===== src/rtl/seq_array_mul_pkg.sv =====
// Shared types and helpers for the sequential array multiplier.
// The state enum is also used by the debug state output of the top level.
package seq_array_mul_pkg;

  typedef enum logic [1:0] {
    IDLE = 2'd0,
    RUN  = 2'd1,
    DONE = 2'd2
  } state_t;

  // Width needed to hold the values 0..n, i.e. ceil(log2(n+1)), never below 1.
  function automatic int cnt_width(input int n);
    int w;
    w = 1;
    for (int i = 1; i < 31; i++) begin
      if ((1 << i) < (n + 1)) w = i + 1;
    end
    return w;
  endfunction

endpackage


===== src/rtl/seq_array_multiplier_mul_row.sv =====
// One partial-product row of the array: W AND gates feeding a ripple chain
// of full adders. Adds (a & {W{b_bit}}) to the incoming partial sum.
// Purely combinational; the carry out becomes the row's top bit.
module mul_row #(
  parameter int W = 8
) (
  input  logic [W-1:0] pp_in,
  input  logic [W-1:0] a_in,
  input  logic         b_bit,
  output logic [W-1:0] sum_out,
  output logic         carry_out
);

  logic carry;
  logic pp_bit;

  // AND/full-adder slices, LSB slice first, carry rippling upward.
  always_comb begin
    sum_out = '0;
    carry   = 1'b0;
    pp_bit  = 1'b0;
    for (int i = 0; i < W; i++) begin
      pp_bit     = a_in[i] & b_bit;
      sum_out[i] = pp_in[i] ^ pp_bit ^ carry;
      carry      = (pp_in[i] & pp_bit) | (pp_in[i] & carry) | (pp_bit & carry);
    end
    carry_out = carry;
  end

endmodule


===== src/rtl/seq_array_multiplier.sv =====
// Sequential array multiplier: retires ROWS_PER_CYCLE partial-product rows
// per clock into a 2*MUL_WIDTH-bit accumulator, LSB row first.
// The accumulator is kept as {hi, lo}: each row adds into hi and shifts one
// finished product bit out into the top of lo, so after N = MUL_WIDTH /
// ROWS_PER_CYCLE RUN cycles {hi, lo} holds the full product.
// Optional feature: define SEQ_ARRAY_MUL_SIGNED_EN to honour signed_in
// (two's-complement operands via magnitude conversion and final negation).
// Without it signed_in is ignored and no sign logic is built.
//
// Handshake: start_in is accepted on any rising edge where the block is in
// IDLE or DONE and rst_in is low; busy_out is high for exactly the N RUN
// cycles, and done_out pulses for one cycle with m_out valid. m_out then
// holds until the next DONE or reset.
module seq_array_multiplier
  import seq_array_mul_pkg::*;
#(
  parameter int MUL_WIDTH      = 8,
  parameter int ROWS_PER_CYCLE = 1
) (
  input  logic                     clk_in,
  input  logic                     rst_in,
  input  logic                     start_in,
  input  logic                     signed_in,
  input  logic [MUL_WIDTH-1:0]     a_in,
  input  logic [MUL_WIDTH-1:0]     b_in,
  output logic                     busy_out,
  output logic                     done_out,
  output logic [2*MUL_WIDTH-1:0]   m_out,
  output state_t                   state_dbg_out
);

  localparam int W     = MUL_WIDTH;
  localparam int R     = ROWS_PER_CYCLE;
  localparam int N     = W / R;
  localparam int CNT_W = cnt_width(N);
  localparam logic [CNT_W-1:0] LAST = CNT_W'(N - 1);

  state_t             state_q, state_d;
  logic [CNT_W-1:0]   cnt_q, cnt_d;
  logic [W-1:0]       a_q, a_d;
  logic [W-1:0]       mplier_q, mplier_d;
  logic [2*W-1:0]     acc_q, acc_d;
  logic [2*W-1:0]     m_q, m_d;
  logic               busy_q, busy_d;
  logic               done_q, done_d;

  logic               load;
  logic [W-1:0]       a_load;
  logic [W-1:0]       b_load;
  logic [2*W-1:0]     step_acc;
  logic [2*W-1:0]     result;
  logic [W-1:0]       hi_next;
  logic [W-1:0]       lo_next;
  logic [R-1:0]       row_lsb;

  // A start is taken whenever the FSM is not busy; reset priority is in the flops.
  assign load = start_in && (state_q != RUN);

  // Cascade of R rows; row i consumes multiplier bit i of the shifting copy.
  for (genvar i = 0; i < R; i++) begin : g_row
    logic [W-1:0] pp_in;
    logic [W-1:0] sum;
    logic         cout;

    if (i == 0) begin : g_first
      assign pp_in = acc_q[2*W-1:W];
    end else begin : g_next
      assign pp_in = {g_row[i-1].cout, g_row[i-1].sum[W-1:1]};
    end

    mul_row #(.W(W)) u_row (
      .pp_in     (pp_in),
      .a_in      (a_q),
      .b_bit     (mplier_q[i]),
      .sum_out   (sum),
      .carry_out (cout)
    );

    assign row_lsb[i] = sum[0];
  end

  assign hi_next = {g_row[R-1].cout, g_row[R-1].sum[W-1:1]};

  // Shift the R finished product bits into the top of the low half.
  always_comb begin
    lo_next = acc_q[W-1:0] >> R;
    for (int i = 0; i < R; i++) begin
      lo_next[W-R+i] = row_lsb[i];
    end
    step_acc = {hi_next, lo_next};
  end

`ifdef SEQ_ARRAY_MUL_SIGNED_EN
  logic neg_q, neg_d;
  logic a_neg, b_neg;

  // Signed operands are stored as magnitudes; the product sign is kept aside.
  always_comb begin
    a_neg  = signed_in & a_in[W-1];
    b_neg  = signed_in & b_in[W-1];
    a_load = a_neg ? -a_in : a_in;
    b_load = b_neg ? -b_in : b_in;
    neg_d  = neg_q;
    if (load) neg_d = a_neg ^ b_neg;
    result = neg_q ? -step_acc : step_acc;
  end

  // Result-sign flop, cleared by reset like the other operand state.
  always_ff @(posedge clk_in) begin
    if (rst_in) neg_q <= 1'b0;
    else        neg_q <= neg_d;
  end
`else
  logic unused_signed;
  assign unused_signed = signed_in;

  // Unsigned-only build: operands and product pass straight through.
  always_comb begin
    a_load = a_in;
    b_load = b_in;
    result = step_acc;
  end
`endif

  // Next-state and datapath control for IDLE -> RUN (N cycles) -> DONE.
  always_comb begin
    state_d  = state_q;
    cnt_d    = cnt_q;
    a_d      = a_q;
    mplier_d = mplier_q;
    acc_d    = acc_q;
    m_d      = m_q;
    busy_d   = 1'b0;
    done_d   = 1'b0;
    case (state_q)
      IDLE, DONE: begin
        state_d = IDLE;
        if (load) begin
          state_d  = RUN;
          busy_d   = 1'b1;
          cnt_d    = '0;
          a_d      = a_load;
          mplier_d = b_load;
          acc_d    = '0;
        end
      end
      RUN: begin
        busy_d   = 1'b1;
        acc_d    = step_acc;
        mplier_d = mplier_q >> R;
        cnt_d    = cnt_q + CNT_W'(1);
        if (cnt_q == LAST) begin
          state_d = DONE;
          busy_d  = 1'b0;
          done_d  = 1'b1;
          m_d     = result;
        end
      end
      default: state_d = IDLE;
    endcase
  end

  // State, operand, accumulator and registered-output flops.
  always_ff @(posedge clk_in) begin
    if (rst_in) begin
      state_q  <= IDLE;
      cnt_q    <= '0;
      a_q      <= '0;
      mplier_q <= '0;
      acc_q    <= '0;
      m_q      <= '0;
      busy_q   <= 1'b0;
      done_q   <= 1'b0;
    end else begin
      state_q  <= state_d;
      cnt_q    <= cnt_d;
      a_q      <= a_d;
      mplier_q <= mplier_d;
      acc_q    <= acc_d;
      m_q      <= m_d;
      busy_q   <= busy_d;
      done_q   <= done_d;
    end
  end

  assign busy_out      = busy_q;
  assign done_out      = done_q;
  assign m_out         = m_q;
  assign state_dbg_out = state_q;

endmodule

===== config.mk =====
export PLATFORM = sky130hd
export DESIGN_NAME = seq_array_multiplier
export DESIGN_NICKNAME = d
export VERILOG_FILES = /design/src/rtl/seq_array_mul_pkg.sv /design/src/rtl/seq_array_multiplier_mul_row.sv /design/src/rtl/seq_array_multiplier.sv
export SDC_FILE = /design/constraint.sdc
export NUM_CORES = 1
export LEC_CHECK = 0
export BUFFER_PORTS_ARGS = -buffer_cell sky130_fd_sc_hd__buf_4
export CAP_MARGIN = 20
export CORE_ASPECT_RATIO = 1.4
export CORE_MARGIN = 2
export CORE_UTILIZATION = 25
export DETAILED_ROUTE_END_ITERATION = 7
export MAX_ROUTING_LAYER = met4
export PLACE_DENSITY = 0.4
export SLEW_MARGIN = 20
export SYNTH_ARGS = -nofsm -noshare
export SYNTH_HDL_FRONTEND = slang
export SYNTH_SLANG_ARGS = --single-unit

===== constraint.sdc =====
create_clock -name clk_in -period 5.52 [get_ports clk_in]
set_input_delay 0.552 -clock clk_in [delete_from_list [all_inputs] [get_ports clk_in]]
set_output_delay 0.552 -clock clk_in [all_outputs]
set_load 0.02 [all_outputs]

==> results.yml <==
outcome:
  run_status: "completed"
sta:
  finalCritPeriodShare_pct: 66.2
  setup_slack_ns: 1.87
  hold_slack_ns: 0.456
  setup_repair_after_global_routing_missed_its_margin: "no"
  transition_time_of_the_tightest_slew_check_pin_ns: 0.760
  timing.clock.skew_ns: 0.00423
  slew_violations: 0
  timing.max_slew.rel_slack_pct: 49.3
  max_freq_mhz: 274
  totalNegativeSetupSlack_ns: 0
  finalSetupViolCount: 0
  hold_viol_final: 0
  period_needed_ns: 3.65
cells_and_area:
  number_of_antenna_repair_diodes: 0
  fillCellCount: 921
  fin_util_pct: 31.1
  design.final.nets: 292
  final-seq-area_um2: 1100
  layout_common_cells: "sky130_fd_sc_hd__dfxtp_1 (55), sky130_fd_sc_hd__buf_4 (40), sky130_fd_sc_hd__nand2_1 (34), sky130_fd_sc_hd__a21oi_1 (34), sky130_fd_sc_hd__nand3_1 (26)"
  share_of_cells_above_drive_strength_1_pct: 18.7
  multiInputGateArea_um2: 948
  layout.cells.most_common: "sky130_fd_sc_hd__dfxtp_1"
  syn2layout_area_growth_pct: 20.8
  stdcell_area_um2: 2660
  finalNonFillerCells: 367
cts:
  clock_latency_ns: 0.28
  clock_sink_count: 55
  cts_resized: 0
  cts_hold_buffers: 0
  cts_max_path_buffers: 2
  cts.root.buffer_cell: "sky130_fd_sc_hd__clkbuf_16"
  htree_levels: 2
  cts.reportedPaths.clkPinSlew_ns: 0.07
  numCtsBuffers: 5
  cts_tree: "done"
  post_cts.repair.setup_buffers: 0
pwr:
  pwr-share-clk_pct: 38.4
  seq_power_share_pct: 53.7
  power.ir.vdd_worst_mv: 0.152
  switching_power_uw: 177
  internal-power_uw: 593
  power-per-cell-area_nw_per_um2: 289
  p_leak_nw: 0.994
  power_switching_share_pct: 23.0
  p_total_uw: 770
  power.share.combinational_pct: 8.0
grt:
  grt_first_pass_wirelength_mm: 8.51
  global_router_s_overall_resource_usage_pct: 11.4
  grt_remaining_overflow: 0
  maximum_number_of_pins_on_one_net_before_global_route_repair: 38
  first_global_vias: 1701
  grt_antenna_before_repair: 0
drt:
  detail-route-antenna-nets: 0
  avgViaCountPerCell: 4.54
  detail_route.first_pass.iterations: 4
  drt_first_iter_violations: 62
  finalWirelength_mm: 4.98
  route.detailed.drc: 0
  via_count: 1666
  routed_wire_length_per_instance_um: 13.6
synthesis:
  syn-cell-area_um2: 2210
  postSynthAreaPerCell_um2: 9.35
  combinational_family_with_the_most_area_after_synthesis: "compound AO/OA/AOI/OAI gates"
  post_synth_fa_ha_maj_area_fraction_pct: 7.49
  post_synth_xor_area_fraction_pct: 0
  ys.warnings.count: 0
  synth_compound_area_share_pct: 18.0
  share_of_the_yosys_chip_area_belonging_to_registers_pct: 49.9
  yosys_register_bits: 55
  synthDistinctLibCells: 25
  synth_cells: 236
  portion_of_netlist_area_occupied_by_mux_cells_pct: 0
  synth-simple-area-share_pct: 17.0
  synth.net_count: 265
worst_setup_path:
  crit_path_max_fanout: 9
  rr_startpoint: "mplier_q[0]$_SDFFE_PP0P_"
  setup.worst_path.start: "mplier_q[0]$_SDFFE_PP0P_"
  ws_path_type: "flip-flop to flip-flop"
  most_repeated_library_cell_on_the_critical_path: "sky130_fd_sc_hd__fa_1"
  timing.critical_path.to_type: "flip-flop"
  cp_data_required_time_ns: 5.74
  critical-path-max-stage-delay_ns: 0.46
  start_kind: "flip-flop"
  crit_chain: "and2_1 > ha_1 > inv_1 > fa_1 > inv_1 > fa_1 > inv_1 > fa_1 > inv_1 > fa_1 > inv_1 > fa_1 > fa_1 > fa_1 > nand2b_1 > a21oi_1"
  crit_path_top_delay_cell: "sky130_fd_sc_hd__dfxtp_1"
  setup.reg_to_reg.worst_slack_ns: 1.87
  critPathArrivalTime_ns: 3.87
  timing.rr.end: "acc_q[14]$_SDFFE_PP0P_"
  r2r.worst_path.cells: 16
  cp_top_family: "adder cells"
  timing.critical_path.buf_inv: 5
placement:
  dp_hpwl_mm: 3.20
  buffer_ports.inserted: 38
  dp_cells: 361
  place_area_um2: 2530
  placement.setup.worst_slack_ns: 1.82
  gp_congestion: 0.694
hold_path:
  min_from: "a_q[0]$_SDFFE_PP0P_"
  holdPathEnd: "a_q[0]$_SDFFE_PP0P_"
  whs_path_depth: 2
  worst_hold_path_type: "flip-flop to flip-flop"
die:
  boundaryPins: 40
  fp.dieH_um: 115
  die-width_um: 83.4
  floorplan.initialDensity_pct: 25.8
  floorplan.core_area_um2: 8560
  placementRows: 40
  overall_die_area_um2: 9600
run:
  max_cap_violations: 0
## registers in the layout, indices dropped and copies added, names as in the netlist
register / count
m_out: 16
a_q: 8
done_out: 1
busy_out: 1
state_dbg_out: 2
cnt_q: 4
mplier_q: 8
acc_q: 15
## synthesized netlist by cell type
cell type / number / area share [%]
sky130_fd_sc_hd__a21oi_1: 34 / 7.7
sky130_fd_sc_hd__a22o_1: 10 / 4.0
sky130_fd_sc_hd__a22oi_1: 7 / 2.4
sky130_fd_sc_hd__a311oi_1: 1 / 0.40
sky130_fd_sc_hd__and2_1: 5 / 1.4
sky130_fd_sc_hd__buf_1: 1 / 0.17
sky130_fd_sc_hd__buf_2: 3 / 0.68
sky130_fd_sc_hd__buf_4: 2 / 0.68
sky130_fd_sc_hd__buf_6: 2 / 1.0
sky130_fd_sc_hd__buf_8: 1 / 0.68
sky130_fd_sc_hd__clkbuf_1: 11 / 1.9
sky130_fd_sc_hd__clkinv_4: 1 / 0.40
sky130_fd_sc_hd__dfxtp_1: 55 / 50
sky130_fd_sc_hd__fa_1: 7 / 6.4
sky130_fd_sc_hd__ha_1: 2 / 1.1
sky130_fd_sc_hd__inv_1: 12 / 2.0
sky130_fd_sc_hd__nand2_1: 34 / 5.8
sky130_fd_sc_hd__nand2b_1: 10 / 2.8
sky130_fd_sc_hd__nand3_1: 26 / 5.9
sky130_fd_sc_hd__nor2b_1: 2 / 0.57
sky130_fd_sc_hd__o2111ai_1: 1 / 0.40
sky130_fd_sc_hd__o2bb2ai_1: 6 / 2.4
sky130_fd_sc_hd__o31a_1: 1 / 0.40
sky130_fd_sc_hd__o41ai_1: 1 / 0.40
sky130_fd_sc_hd__or4_4: 1 / 0.51
## power groups by stage
stage,clock network (mW),logic [mW],registers (mW)
floorplan,0,0.0401,0.421
global placement,0,0.0624,0.422
detailed placement,0,0.0630,0.422
CTS,0.310,0.0631,0.413
global route,0.323,0.0697,0.415
finish,0.295,0.0614,0.413
## how the worst max path moves through the flow
stage                                        end  cells after the start  slack [ns]
after floorplan           acc_q[14]$_SDFFE_PP0P_                     17        2.00
after global placement    acc_q[14]$_SDFFE_PP0P_                     16        1.80
after detailed placement  acc_q[14]$_SDFFE_PP0P_                     16        1.82
after CTS                 acc_q[14]$_SDFFE_PP0P_                     16        1.81
after global routing      acc_q[14]$_SDFFE_PP0P_                     16        1.62
final                     acc_q[14]$_SDFFE_PP0P_                     16        1.87
## cell families (layout without fill, tap and decap cells)
family          Yosys count  after routing
buf+inv                  33             59
flops                    55             55
simple gates             78             78
compound gates           61             61
fa+ha+maj                 9              9
## tightest hold or removal path: cells and delay by family, from the launching register on
kind | cells | cell delay, ns
compound gates | 1 | 0.05
simple gates | 1 | 0.05
flops | 1 | 0.31
## per-layer routing
metal	part of all wire (%)	up-vias	global-route usage (%)
li1	-	855	-
met3	2.8	4	2.23
met4	1.4	0	4.81
met5	0	-	-
met1	47	782	13.6
met2	49	25	18.8
## area by class of cell
type,instances,share of cell area [%]
sequential,55,41.3
clock buffer,6,4.84
tap,105,4.93
timing repair buffer,40,11.3
inverter,13,2.02
multi-input combinational,148,35.6
Note: power is estimated with default switching activity, not from simulation.
